[src/rtl/ubx_nav_frame_tx.sv]
// UBX NAV-POSLLH / NAV-VELNED frame encoder feeding a UART byte interface.
// Optional UBX_TX_ERRINJ_EN adds corrupt_ck to invert the transmitted ck_a.
module ubx_nav_frame_tx #(
    parameter int GAP_CYCLES = 0
) (
    input  logic        clk,
    input  logic        rst_n,
    input  logic        send_posllh,
    input  logic        send_velned,
    input  logic [31:0] time_,
    input  logic [31:0] lon,
    input  logic [31:0] lat,
    input  logic [31:0] ground_speed,
`ifdef UBX_TX_ERRINJ_EN
    input  logic        corrupt_ck,
`endif
    output logic [7:0]  tx_data,
    output logic        tx_send,
    input  logic        tx_busy,
    output logic        busy
);

    localparam logic [2:0] IDLE      = 3'd0;
    localparam logic [2:0] LOAD      = 3'd1;
    localparam logic [2:0] WAIT_FREE = 3'd2;
    localparam logic [2:0] SEND      = 3'd3;
    localparam logic [2:0] WAIT_ACK  = 3'd4;
    localparam logic [2:0] GAP       = 3'd5;

    localparam logic [15:0] GAP_LAST =
        (GAP_CYCLES > 0) ? 16'(GAP_CYCLES - 1) : 16'd0;

    logic [2:0]  state;
    logic        pend_pos;
    logic        pend_vel;
    logic        is_vel;
    logic [31:0] r_time;
    logic [31:0] r_a;
    logic [31:0] r_b;
    logic [5:0]  idx;
    logic [7:0]  ck_a;
    logic [7:0]  ck_b;
    logic [15:0] gap_cnt;
    logic        corrupt_r;

    logic [5:0]  len;
    logic [5:0]  p;
    logic [4:0]  sh;
    logic [7:0]  pb;
    logic [7:0]  byte_cur;
    logic [7:0]  ck_a_nxt;
    logic        clr_pos;
    logic        clr_vel;
    logic        ck_en;

    assign clr_pos = (state == IDLE) && pend_pos;
    assign clr_vel = (state == IDLE) && !pend_pos && pend_vel;

`ifdef UBX_TX_ERRINJ_EN
    // Error-injection flag is frozen per frame alongside the operands
    always_ff @(posedge clk or negedge rst_n) begin
        if (!rst_n) begin
            corrupt_r <= 1'b0;
        end else if (state == LOAD) begin
            corrupt_r <= corrupt_ck;
        end
    end
`else
    assign corrupt_r = 1'b0;
`endif

    // One-deep request flags; a new request wins over the same-cycle clear
    always_ff @(posedge clk or negedge rst_n) begin
        if (!rst_n) begin
            pend_pos <= 1'b0;
            pend_vel <= 1'b0;
        end else begin
            pend_pos <= send_posllh | (pend_pos & ~clr_pos);
            pend_vel <= send_velned | (pend_vel & ~clr_vel);
        end
    end

    // Byte at the current index: header, payload, then checksum pair
    always_comb begin
        len = is_vel ? 6'd36 : 6'd28;
        p   = idx - 6'd6;
        sh  = {p[1:0], 3'b000};
        pb  = 8'h00;
        if (p < 6'd4) begin
            pb = 8'(r_time >> sh);
        end else if (!is_vel && p < 6'd12) begin
            pb = (p < 6'd8) ? 8'(r_a >> sh) : 8'(r_b >> sh);
        end else if (is_vel && p >= 6'd20 && p < 6'd24) begin
            pb = 8'(r_a >> sh);
        end
        byte_cur = pb;
        if (idx == 6'd0) begin
            byte_cur = 8'hB5;
        end else if (idx == 6'd1) begin
            byte_cur = 8'h62;
        end else if (idx == 6'd2) begin
            byte_cur = 8'h01;
        end else if (idx == 6'd3) begin
            byte_cur = is_vel ? 8'h12 : 8'h02;
        end else if (idx == 6'd4) begin
            byte_cur = {2'b00, len};
        end else if (idx == 6'd5) begin
            byte_cur = 8'h00;
        end else if (idx == len + 6'd6) begin
            byte_cur = ck_a ^ {8{corrupt_r}};
        end else if (idx == len + 6'd7) begin
            byte_cur = ck_b;
        end
        ck_a_nxt = ck_a + tx_data;
        ck_en    = (idx >= 6'd2) && (idx <= len + 6'd5);
    end

    // Frame sequencer: one byte per UART handshake, then optional gap
    always_ff @(posedge clk or negedge rst_n) begin
        if (!rst_n) begin
            state   <= IDLE;
            busy    <= 1'b0;
            tx_send <= 1'b0;
            tx_data <= 8'h00;
            is_vel  <= 1'b0;
            r_time  <= 32'h0;
            r_a     <= 32'h0;
            r_b     <= 32'h0;
            idx     <= 6'd0;
            ck_a    <= 8'h00;
            ck_b    <= 8'h00;
            gap_cnt <= 16'd0;
        end else begin
            tx_send <= 1'b0;
            case (state)
                IDLE: begin
                    if (pend_pos || pend_vel) begin
                        is_vel <= !pend_pos;
                        busy   <= 1'b1;
                        state  <= LOAD;
                    end
                end
                LOAD: begin
                    r_time <= time_;
                    r_a    <= is_vel ? ground_speed : lon;
                    r_b    <= lat;
                    idx    <= 6'd0;
                    ck_a   <= 8'h00;
                    ck_b   <= 8'h00;
                    state  <= WAIT_FREE;
                end
                WAIT_FREE: begin
                    tx_data <= byte_cur;
                    if (!tx_busy) begin
                        tx_send <= 1'b1;
                        state   <= SEND;
                    end
                end
                SEND: begin
                    if (ck_en) begin
                        ck_a <= ck_a_nxt;
                        ck_b <= ck_b + ck_a_nxt;
                    end
                    state <= WAIT_ACK;
                end
                WAIT_ACK: begin
                    if (idx == len + 6'd7) begin
                        gap_cnt <= 16'd0;
                        if (GAP_CYCLES == 0) begin
                            busy  <= 1'b0;
                            state <= IDLE;
                        end else begin
                            state <= GAP;
                        end
                    end else begin
                        idx   <= idx + 6'd1;
                        state <= WAIT_FREE;
                    end
                end
                GAP: begin
                    if (gap_cnt == GAP_LAST) begin
                        busy  <= 1'b0;
                        state <= IDLE;
                    end else begin
                        gap_cnt <= gap_cnt + 16'd1;
                    end
                end
                default: begin
                    busy  <= 1'b0;
                    state <= IDLE;
                end
            endcase
        end
    end

endmodule

[config.mk]
export PLATFORM = sky130hd
export DESIGN_NAME = ubx_nav_frame_tx
export DESIGN_NICKNAME = d
export VERILOG_FILES = /design/src/rtl/ubx_nav_frame_tx.sv
export SDC_FILE = /design/constraint.sdc
export NUM_CORES = 1
export LEC_CHECK = 0
export CAP_MARGIN = 20
export CORE_ASPECT_RATIO = 1.75
export CORE_UTILIZATION = 25
export CTS_CLUSTER_SIZE = 16
export DETAILED_ROUTE_END_ITERATION = 10
export GPL_TIMING_DRIVEN = 0
export PLACE_DENSITY = 0.42
export SYNTH_ARGS = -nofsm -noshare
export SYNTH_HDL_FRONTEND = slang
export SYNTH_SLANG_ARGS = --single-unit
[constraint.sdc]
create_clock -name clk -period 5.02 [get_ports clk]
set_input_delay 0.753 -clock clk [delete_from_list [all_inputs] [get_ports clk]]
set_output_delay 0.753 -clock clk [all_outputs]
set_load 0.005 [all_outputs]
==> run summary, run 1 <==
status: finished with violations
violated checks: DRC
placed cells: 1423
Slew @ Worst Pin: 1.04 ns
crit start category: flop
crit path DAT: 3.76 ns
multi-input gate area in the final layout: 4190 µm²
Seq/Total Area, Yosys: 0.456
RSZ-0062 raised after global routing: no
Nets: 1201
power per cell area: 541 nW/µm²
VDD IR max: 0.237 mV
ys async rst share: 1.00
Hold Buf Count CTS: 0
Leakage Power: 4.85 nW
highest-count cells in the layout ignoring fill and taps: nand2_1 (280), dfrtp_1 (150), clkdlybuf4s50_1 (141), o21ai_0 (64)
Syn Inst Count: 879
worst skew pair latency: 0.45 ns
CTS clk-pin slew, worst paths: 0.06 ns
htree depth: 4
Core Box Area: 32300 µm²
vias in the first global route: 7244
kind of critical path: reg2reg
Syn Nets: 1038
warnings from Yosys: 0
final setup violation count: 0
Synth Register Bits: 150
first-pass GRT wire length: 42700 µm
CP Max Fanout: 5
Net Switching: 2.34 mW
Die ar.: 33700 µm²
final std cells w/o fill: 1452
Post-Syn Area: 8220 µm²
post_cts resized: 0
Max clock buf depth: 2
Sw Ratio: 0.402
final wirelength: 27300 µm
min-delay worst type: in2async
Slew Viols, Final: 0
Detailed Routing Iterations Pass 1: 10
fin crit period: 3.42 ns
DIE WIDTH: 139 µm
Synth Flop Type: dfrtp_1
Tcrit/Tclk final: 0.682
EDFF count, synth: 0
DR vias: 6806
final hold vios: 0
Initial Util: 0.254
Fill cells: 3376
DR vias/cell: 4.69
Synth cell types: 64
most common cell after layout, fill and taps aside: nand2_1
DP HPWL: 21100 µm
Cell Rows: 87
Placer Congestion: 0.797
IO Count: 143
CP Capture Type: flop
Clock Power Share: 0.215
CTS tree: built
logic gate share of total power: 0.439
Die Height: 242 µm
gr usage total: 0.171
CTS sink cnt: 150
antenna-violating nets left: 0
initial antenna violation count: 0
CTS buffer count: 17
drc violations: 2
internal power: 3.47 mW
Max-slew headroom: 0.308
Max Cap Violations: 0
Root Buffer: clkbuf_16
pin count of the biggest net entering global routing: 86
layout cells sized above 1: 0.0798
Critical Path RT: 5.35 ns
Fmax achieved: 0.292 GHz
Seq pwr share: 0.345
syn avg cell area: 9.36 µm²
IO Port Bufs: 142
Syn-to-layout area delta: 30.5%
sequential cell area: 3750 µm²
final global-route overflow total: 0
Worst Skew: 0.00580 ns
ANT cells: 0
WL/cell: 18.8 µm
Setup Buffers After CTS: 0
Util after Layout: 0.332
DRT iter0 DRCs: 291
[final timing paths]
path,start,endpoint,slack (ns),depth (start not counted)
worst max register to register,tx_data[0],ck_b[7],1.60,13
min in group clk,r_time[3],r_time[3],0.47,2
worst max-delay path,tx_data[0],ck_b[7],1.60,13
worst min register to register,r_time[3],r_time[3],0.47,2
worst min-delay path,rst_n,r_time[20],0.25,1
max in group asynchronous,rst_n,r_a[31],3.93,2
[registers in the layout, summed over array words and instances (netlist names)]
signal,cells
ck_a,8
state,3
is_vel,1
r_a,32
tx_data,8
ck_b,8
gap_cnt,16
r_b,32
pend_pos,1
tx_send,1
pend_vel,1
r_time,32
idx,6
busy,1
[power by group through the flow]
stage          Sequential, mW  Clock [mW]  Combinational, mW
2_1_floorplan            1.90           0               1.72
3_3_place_gp             2.03           0               2.59
3_5_place_dp             2.03           0               2.62
4_1_cts                  2.01        1.29               2.62
5_1_grt                  2.07        1.34               2.87
6_report                 2.01        1.25               2.55
[cell families (layout without fill, tap and decap cells)]
group | count (synthesis) | count (layout) | share of synthesized area
compound gates | 143 | 143 | 0.108
xor+xnor | 30 | 30 | 0.0338
fa+ha+maj | 26 | 26 | 0.0414
buf+inv | 69 | 242 | 0.0347
flops | 150 | 150 | 0.456
mux | 60 | 60 | 0.110
simple gates | 401 | 401 | 0.216
[synth_stat cells, drive strengths merged, types with 2 or more instances]
cell type,count,area share
nand2,281,0.13
dfrtp,150,0.46
o21ai,66,0.040
nor2,37,0.018
mux2i,34,0.041
clkbuf,30,0.014
ha,24,0.037
mux4,24,0.066
a21oi,23,0.015
inv,22,0.010
nand3,22,0.013
buf,17,0.011
xor2,16,0.018
xnor2,14,0.016
nor3,9,0.0079
nand4,8,0.0061
and2,7,0.0053
and3,7,0.0053
nor4,7,0.0072
o31ai,7,0.0064
a21o,6,0.0055
a31oi,5,0.0038
o211ai,5,0.0046
nand2b,4,0.0030
nor3b,4,0.0056
a221oi,3,0.0032
a22o,3,0.0032
a22oi,3,0.0027
nor2b,3,0.0023
o2111ai,3,0.0032
o22ai,3,0.0023
or2,3,0.0023
or3,3,0.0023
a211o,2,0.0021
a211oi,2,0.0018
a221o,2,0.0024
a41oi,2,0.0021
and3b,2,0.0021
fa,2,0.0049
mux2,2,0.0027
o21bai,2,0.0018
or3b,2,0.0021
[area by class of cell]
class                   instances  area share
repair buffers                144       0.136
well taps                     400      0.0466
clock buffers                  25      0.0443
flip-flops and latches        150       0.350
multi-input cells             660       0.390
plain buffers                  47      0.0189
clock inverters                 4     0.00676
inverters                      22     0.00769
[metal layers]
metal	GRT usage	vias to the layer above	wire length [µm]
met3	0.0297	31	637
met4	0.0631	0	649
met5	0	-	0
met1	0.184	3317	10600
li1	-	3337	-
met2	0.328	121	15300
[critical path, stage by stage, from the launching register on]
cell and delay (ns):
dfrtp_1 0.41, ha_1 0.25, fa_1 0.43, a21o_1 0.18, a21oi_1 0.21, xnor2_1 0.20
ha_1 0.34, nand3_1 0.11, o2111ai_1 0.26, a21o_1 0.26, a21oi_1 0.17, xnor2_1 0.16
nor3_1 0.06, a211o_1 0.26
[through the flow]
step                      power, mW  TNS, ns  cell area, µm²  hold WS (ns)  setup slack (ns)
after floorplan                3.62        0            8220         0.440              2.04
after global placement         4.61  -523.45           10100         0.455             -3.50
after detailed placement       4.65        0           10200         0.458              1.53
after CTS                      5.93        0           10700         0.275              1.52
after global routing           6.28        0           10700         0.278              1.34
final                          5.81        0           10700         0.250              1.60
Power figures use the tool's default switching activity.
==> inputs of run 2 (changes only) <==
clock period = 3.6 ns   (was 5.02 ns; I/O delays follow)
==> run 2 against run 1 <==
The flow still finishes with violations (DRC). Critical path depth is the same. Final area about the same. Wire length up 0.14%. Die area unchanged. Largest cell class unchanged. Highest routed layer unchanged.
==> run summary, run 2 (same netlist as run 1, synthesis figures left out) <==
Max clock buf depth: 2 (unchanged)
violated checks: DRC (unchanged)
Nets: 1201 (unchanged)
htree depth: 4 (unchanged)
Critical Path RT: 3.94 ns (was 5.35 ns)
DRT iter0 DRCs: 296 (was 291)
IO Count: 143 (unchanged)
final hold vios: 0 (unchanged)
vias in the first global route: 7244 (unchanged)
DR vias: 6816 (was 6806)
crit start category: flop (unchanged)
slowest library cell on the worst path: fa_1 (unchanged)
Worst Skew: 0.00560 ns (was 0.00580 ns)
Root Buffer: clkbuf_16 (unchanged)
antenna-violating nets left: 0 (unchanged)
crit path DAT: 3.69 ns (was 3.76 ns)
min-delay worst type: in2async (unchanged)
Util after Layout: 0.332 (about the same)
DIE WIDTH: 139 µm (unchanged)
Die Height: 242 µm (unchanged)
gr usage total: 0.171 (unchanged)
Fmax achieved: 0.298 GHz (was 0.292 GHz)
initial antenna violation count: 0 (unchanged)
sequential cell area: 3750 µm² (unchanged)
leading registers by flop count: r_a x32, r_b x32, r_time x32 (unchanged)
Fill cells: 3373 (was 3376)
CP cell instances: ha_1 -> fa_1 -> a21o_1 -> a21oi_1 -> xnor2_1 -> ha_1 -> nand3_1 -> o2111ai_2 -> a21o_1 -> a21oi_1 -> xnor2_1 -> nor3_1 -> a211o_1 (was ha_1 -> fa_1 -> a21o_1 -> a21oi_1 -> xnor2_1 -> ha_1 -> nand3_1 -> o2111ai_1 -> a21o_1 -> a21oi_1 -> xnor2_1 -> nor3_1 -> a211o_1)
worst skew pair latency: 0.45 ns (about the same)
Max-slew headroom: 0.314 (was 0.308)
Detailed Routing Iterations Pass 1: 10 (unchanged)
CTS sink cnt: 150 (unchanged)
kind of critical path: reg2reg (unchanged)
status: finished with violations (unchanged)
RSZ-0062 raised after global routing: no (unchanged)
layout cells sized above 1: 0.0808 (was 0.0798)
Core Box Area: 32300 µm² (unchanged)
pin count of the biggest net entering global routing: 86 (unchanged)
Slew @ Worst Pin: 1.03 ns (was 1.04 ns)
drc violations: 2 (unchanged)
first-pass GRT wire length: 42700 µm (unchanged)
final setup violation count: 0 (unchanged)
IO Port Bufs: 142 (unchanged)
Syn-to-layout area delta: 30.6% (was 30.5%)
ANT cells: 0 (unchanged)
final wirelength: 27300 µm (about the same)
Hold Buf Count CTS: 0 (unchanged)
Tcrit/Tclk final: 0.933 (was 0.682)
CTS tree: built (unchanged)
power per cell area: 755 nW/µm² (was 541 nW/µm²)
Design Power: 8.11 mW (was 5.81 mW)
highest-count cells in the layout ignoring fill and taps: nand2_1 (280), dfrtp_1 (150), clkdlybuf4s50_1 (141), o21ai_0 (64) (unchanged)
Initial Util: 0.254 (unchanged)
CTS buffer count: 17 (unchanged)
VDD IR max: 0.331 mV (was 0.237 mV)
CTS clk-pin slew, worst paths: 0.06 ns (about the same)
Max Cap Violations: 0 (unchanged)
DR vias/cell: 4.69 (about the same)
multi-input gate area in the final layout: 4190 µm² (about the same)
Slew Viols, Final: 0 (unchanged)
fin crit period: 3.36 ns (was 3.42 ns)
final global-route overflow total: 0 (unchanged)
CP Capture Type: flop (unchanged)
max incr delay on CP: 0.44 ns (was 0.43 ns)
most common cell after layout, fill and taps aside: nand2_1 (unchanged)
Cell Rows: 87 (unchanged)
Placer Congestion: 0.797 (unchanged)
Leakage Power: 4.86 nW (was 4.85 nW)
Setup TNS Final: 0 ns (unchanged)
Die ar.: 33700 µm² (unchanged)
DP HPWL: 21100 µm (unchanged)
CP Max Fanout: 5 (unchanged)
WL/cell: 18.8 µm (about the same)
run 2: cell counts in the layout (fill, tap and decap cells not counted):
Identical to the previous run, type by type.
run 2: report_power, final:
group / switching, mW / leakage [nW] / total, mW / internal [mW]
clock network: 0.700 / 0.263 / 1.74 / 1.04
logic: 2.12 / 2.70 / 3.56 / 1.44
registers: 0.439 / 1.89 / 2.80 / 2.36
run 2: timing repair:
| action | CTS | global route |
|---|---|---|
| setup endpoints to repair | 0 | 1 |
| endpoints found under the hold margin | 0 | 0 |
| buffers inserted | 0 | 0 |
| gates resized for setup | 0 | 1 |
run 2: worst paths after layout:
check | from | end | slack (ns) | cells after the start
max in group asynchronous | rst_n | r_a[2] | 2.72 | 2
hold reg to reg | r_time[4] | r_time[4] | 0.47 | 2
setup reg to reg | tx_data[0] | ck_b[7] | 0.24 | 13
setup / recovery | tx_data[0] | ck_b[7] | 0.24 | 13
min in group clk | r_time[4] | r_time[4] | 0.47 | 2
hold / removal | rst_n | r_time[20] | 0.03 | 1
run 2: worst max-delay path: cells and delay by family, from the launching register on:
family / cells / cell delay, ns
AOI/OAI and AO/OA: 6 / 1.25
adders and majority gates: 3 / 1.04
DFF: 1 / 0.41
xor gates and xnor gates: 2 / 0.36
and+or+nand+nor: 2 / 0.18
run 2: metrics by stage:
step	setup slack [ns]	hold WS (ns)	area (µm²)	instances
after floorplan	0.621	0.244	8220	879
after global placement	-4.71	0.455	10100	1421
after detailed placement	0.112	0.458	10200	1423
after CTS	0.101	0.0619	10700	1452
after global routing	0.00462	0.0650	10700	1452
final	0.241	0.0328	10700	1452
run 2: final cells by class:
| type | count | area share |
|---|---|---|
| repair buffers | 144 | 0.136 |
| inverters | 22 | 0.00769 |
| clock buffers | 25 | 0.0443 |
| clock inverters | 4 | 0.00676 |
| multi-input cells | 660 | 0.390 |
| flip-flops and latches | 150 | 0.349 |
| plain buffers | 47 | 0.0189 |
| well taps | 400 | 0.0466 |
run 2: metal layers:
layer,global-route usage,wire length (µm)
met5,0,0
met4,0.0631,649
met3,0.0297,701
met1,0.184,10600
met2,0.328,15400
==> inputs of run 3 (changes only) <==
CORE_UTILIZATION = 50   (was 25)
CTS_CLUSTER_SIZE = not set   (was 16)
PLACE_DENSITY = 0.74   (was 0.42)
==> run 3 against run 2 <==
The flow now finishes without violations. Final area fell by 1.8%. Clock-buffer cell count is 8 lower. Critical path type unchanged. Critical endpoint unchanged. Combinational power fell by 2%. Wire length fell by 16%. Clock power rose by 7%. Final cell count fell by 14%. Total power grew 0.75%. Fmax down 0.32%.
==> run summary, run 3 (same netlist as run 1, synthesis figures left out) <==
Register-to-Register Path Depth: 13 (unchanged)
most common cell after layout, fill and taps aside: nand2_1 (unchanged)
Nets: 1200 (was 1201)
crit start category: flop (unchanged)
Hold Buf Count CTS: 0 (unchanged)
DIE WIDTH: 99.0 µm (was 139 µm)
status: completed (was finished with violations)
ANT cells: 0 (unchanged)
fin worst setup slack: 0.231 ns (was 0.241 ns)
slowest library cell on the worst path: fa_1 (unchanged)
layout cells sized above 1: 0.0873 (was 0.0808)
Initial Util: 0.516 (was 0.254)
highest-count cells in the layout ignoring fill and taps: nand2_1 (280), dfrtp_1 (150), clkdlybuf4s50_1 (141), o21ai_0 (64), nor2_1 (36) (was nand2_1 (280), dfrtp_1 (150), clkdlybuf4s50_1 (141), o21ai_0 (64))
Placer Congestion: 0.945 (was 0.797)
VDD IR max: 0.448 mV (was 0.331 mV)
drc violations: 0 (was 2)
Core Box Area: 16000 µm² (was 32300 µm²)
DP HPWL: 17200 µm (was 21100 µm)
IO Count: 143 (unchanged)
CTS buffer count: 17 (unchanged)
Cell Rows: 61 (was 87)
placed cells: 1211 (was 1423)
Slew Viols, Final: 0 (unchanged)
Leakage Power: 4.89 nW (was 4.86 nW)
CTS clk-pin slew, worst paths: 0.07 ns (was 0.06 ns)
DRT iter0 DRCs: 408 (was 296)
Max clock buf depth: 2 (unchanged)
CTS tree: built (unchanged)
final hold vios: 0 (unchanged)
CP Max Fanout: 5 (unchanged)
htree depth: 4 (unchanged)
antenna-violating nets left: 0 (unchanged)
final wirelength: 22900 µm (was 27300 µm)
Post-Place Worst Slack: 0.282 ns (was 0.112 ns)
kind of critical path: reg2reg (unchanged)
Max-slew headroom: 0.354 (was 0.314)
Setup Buffers After CTS: 0 (unchanged)
worst skew pair latency: 0.43 ns (was 0.45 ns)
fin area: 10600 µm² (was 10700 µm²)
fin crit period: 3.37 ns (was 3.36 ns)
cell area after placement: 9910 µm² (was 10200 µm²)
Setup crit start: tx_data[0] (unchanged)
RSZ-0062 raised after global routing: no (unchanged)
final setup violation count: 0 (unchanged)
CP Capture Type: flop (unchanged)
CP cell instances: ha_1 -> fa_1 -> a21o_1 -> a21oi_1 -> xnor2_1 -> ha_1 -> nand3_1 -> o2111ai_1 -> a21o_1 -> a21oi_1 -> xnor2_1 -> nor3_1 -> a211o_1 (was ha_1 -> fa_1 -> a21o_1 -> a21oi_1 -> xnor2_1 -> ha_1 -> nand3_1 -> o2111ai_2 -> a21o_1 -> a21oi_1 -> xnor2_1 -> nor3_1 -> a211o_1)
worst reg-to-reg setup slack: 0.23 ns (was 0.24 ns)
min-delay worst type: in2async (unchanged)
crit path DAT: 3.69 ns (about the same)
final global-route overflow total: 0 (unchanged)
DR vias: 7087 (was 6816)
DR vias/cell: 5.70 (was 4.69)
IO Port Bufs: 142 (unchanged)
Detailed Routing Iterations Pass 1: 5 (was 10)
Die Height: 172 µm (was 242 µm)
Setup crit end: ck_b[7] (unchanged)
Max Cap Violations: 0 (unchanged)
first-pass GRT wire length: 36700 µm (was 42700 µm)
Die ar.: 17000 µm² (was 33700 µm²)
Syn-to-layout area delta: 28.3% (was 30.6%)
Root Buffer: clkbuf_16 (unchanged)
pin count of the biggest net entering global routing: 92 (was 86)
Slew @ Worst Pin: 0.969 ns (was 1.03 ns)
post_cts resized: 0 (unchanged)
Fmax achieved: 0.297 GHz (was 0.298 GHz)
R2R Path End: ck_b[7] (unchanged)
vias in the first global route: 7284 (was 7244)
initial antenna violation count: 0 (unchanged)
Design Power: 8.17 mW (was 8.11 mW)
final std cells w/o fill: 1243 (was 1452)
power per cell area: 774 nW/µm² (was 755 nW/µm²)
Critical Path RT: 3.92 ns (was 3.94 ns)
WL/cell: 18.4 µm (was 18.8 µm)
Worst Skew: 0.0152 ns (was 0.00560 ns)
worst r2r src: tx_data[0] (unchanged)
max incr delay on CP: 0.43 ns (was 0.44 ns)
CTS sink cnt: 150 (unchanged)
Tcrit/Tclk final: 0.936 (was 0.933)
leading registers by flop count: r_a x32, r_b x32, r_time x32 (unchanged)
gr usage total: 0.285 (was 0.171)
[run 3: worst min path at each step]
stage	start	to	slack (ns)	cells past startpoint
after floorplan	rst_n	busy	0.24	0
after global placement	r_b[19]	r_b[19]	0.45	2
after detailed placement	r_time[1]	r_time[1]	0.46	2
after CTS	rst_n	gap_cnt[3]	0.09	1
after global routing	rst_n	gap_cnt[5]	0.11	1
final	rst_n	gap_cnt[3]	0.07	1
[run 3: power by group]
group	leakage (nW)	total, mW	internal (mW)	switching (mW)
clock network	0.305	1.87	1.01	0.858
registers	1.89	2.81	2.36	0.448
logic	2.69	3.49	1.43	2.06
total	4.89	8.17	4.80	3.36
[run 3: critical path, delay by kind of cell, from the launching register on]
kind	cells	cell delay (ns)
DFF	1	0.41
AOI/OAI and AO/OA	6	1.23
xor gates and xnor gates	2	0.39
adders and majority gates	3	1.04
and+or+nand+nor	2	0.18
[run 3: stage by stage]
| step | utilization | setup TNS [ns] | hold slack [ns] |
|---|---|---|---|
| after floorplan | - | 0 | 0.244 |
| after global placement | 0.620 | -602.32 | 0.453 |
| after detailed placement | 0.621 | 0 | 0.457 |
| after CTS | 0.661 | 0 | 0.0868 |
| after global routing | 0.661 | 0 | 0.111 |
| final | 0.661 | 0 | 0.0652 |
[run 3: area by class of cell]
| cell class | instances | area (µm²) |
|---|---|---|
| multi-input combinational | 660 | 4190 |
| inverter | 22 | 82.6 |
| clock inverter | 15 | 214 |
| fill | 1319 | 5400 |
| buffer | 47 | 203 |
| sequential | 150 | 3750 |
| tap | 189 | 236 |
| timing repair buffer | 143 | 1450 |
| clock buffer | 17 | 425 |
[run 3: layer usage]
layer  GRT usage  routed length, µm  part of all wire  up-vias
met5           0                  0                 0        -
met4       0.123                778             0.034        0
met3      0.0443                950             0.041       53
met2       0.535              12700              0.56      230
met1       0.315               8460              0.37     3468
li1            -                  -                 -     3336
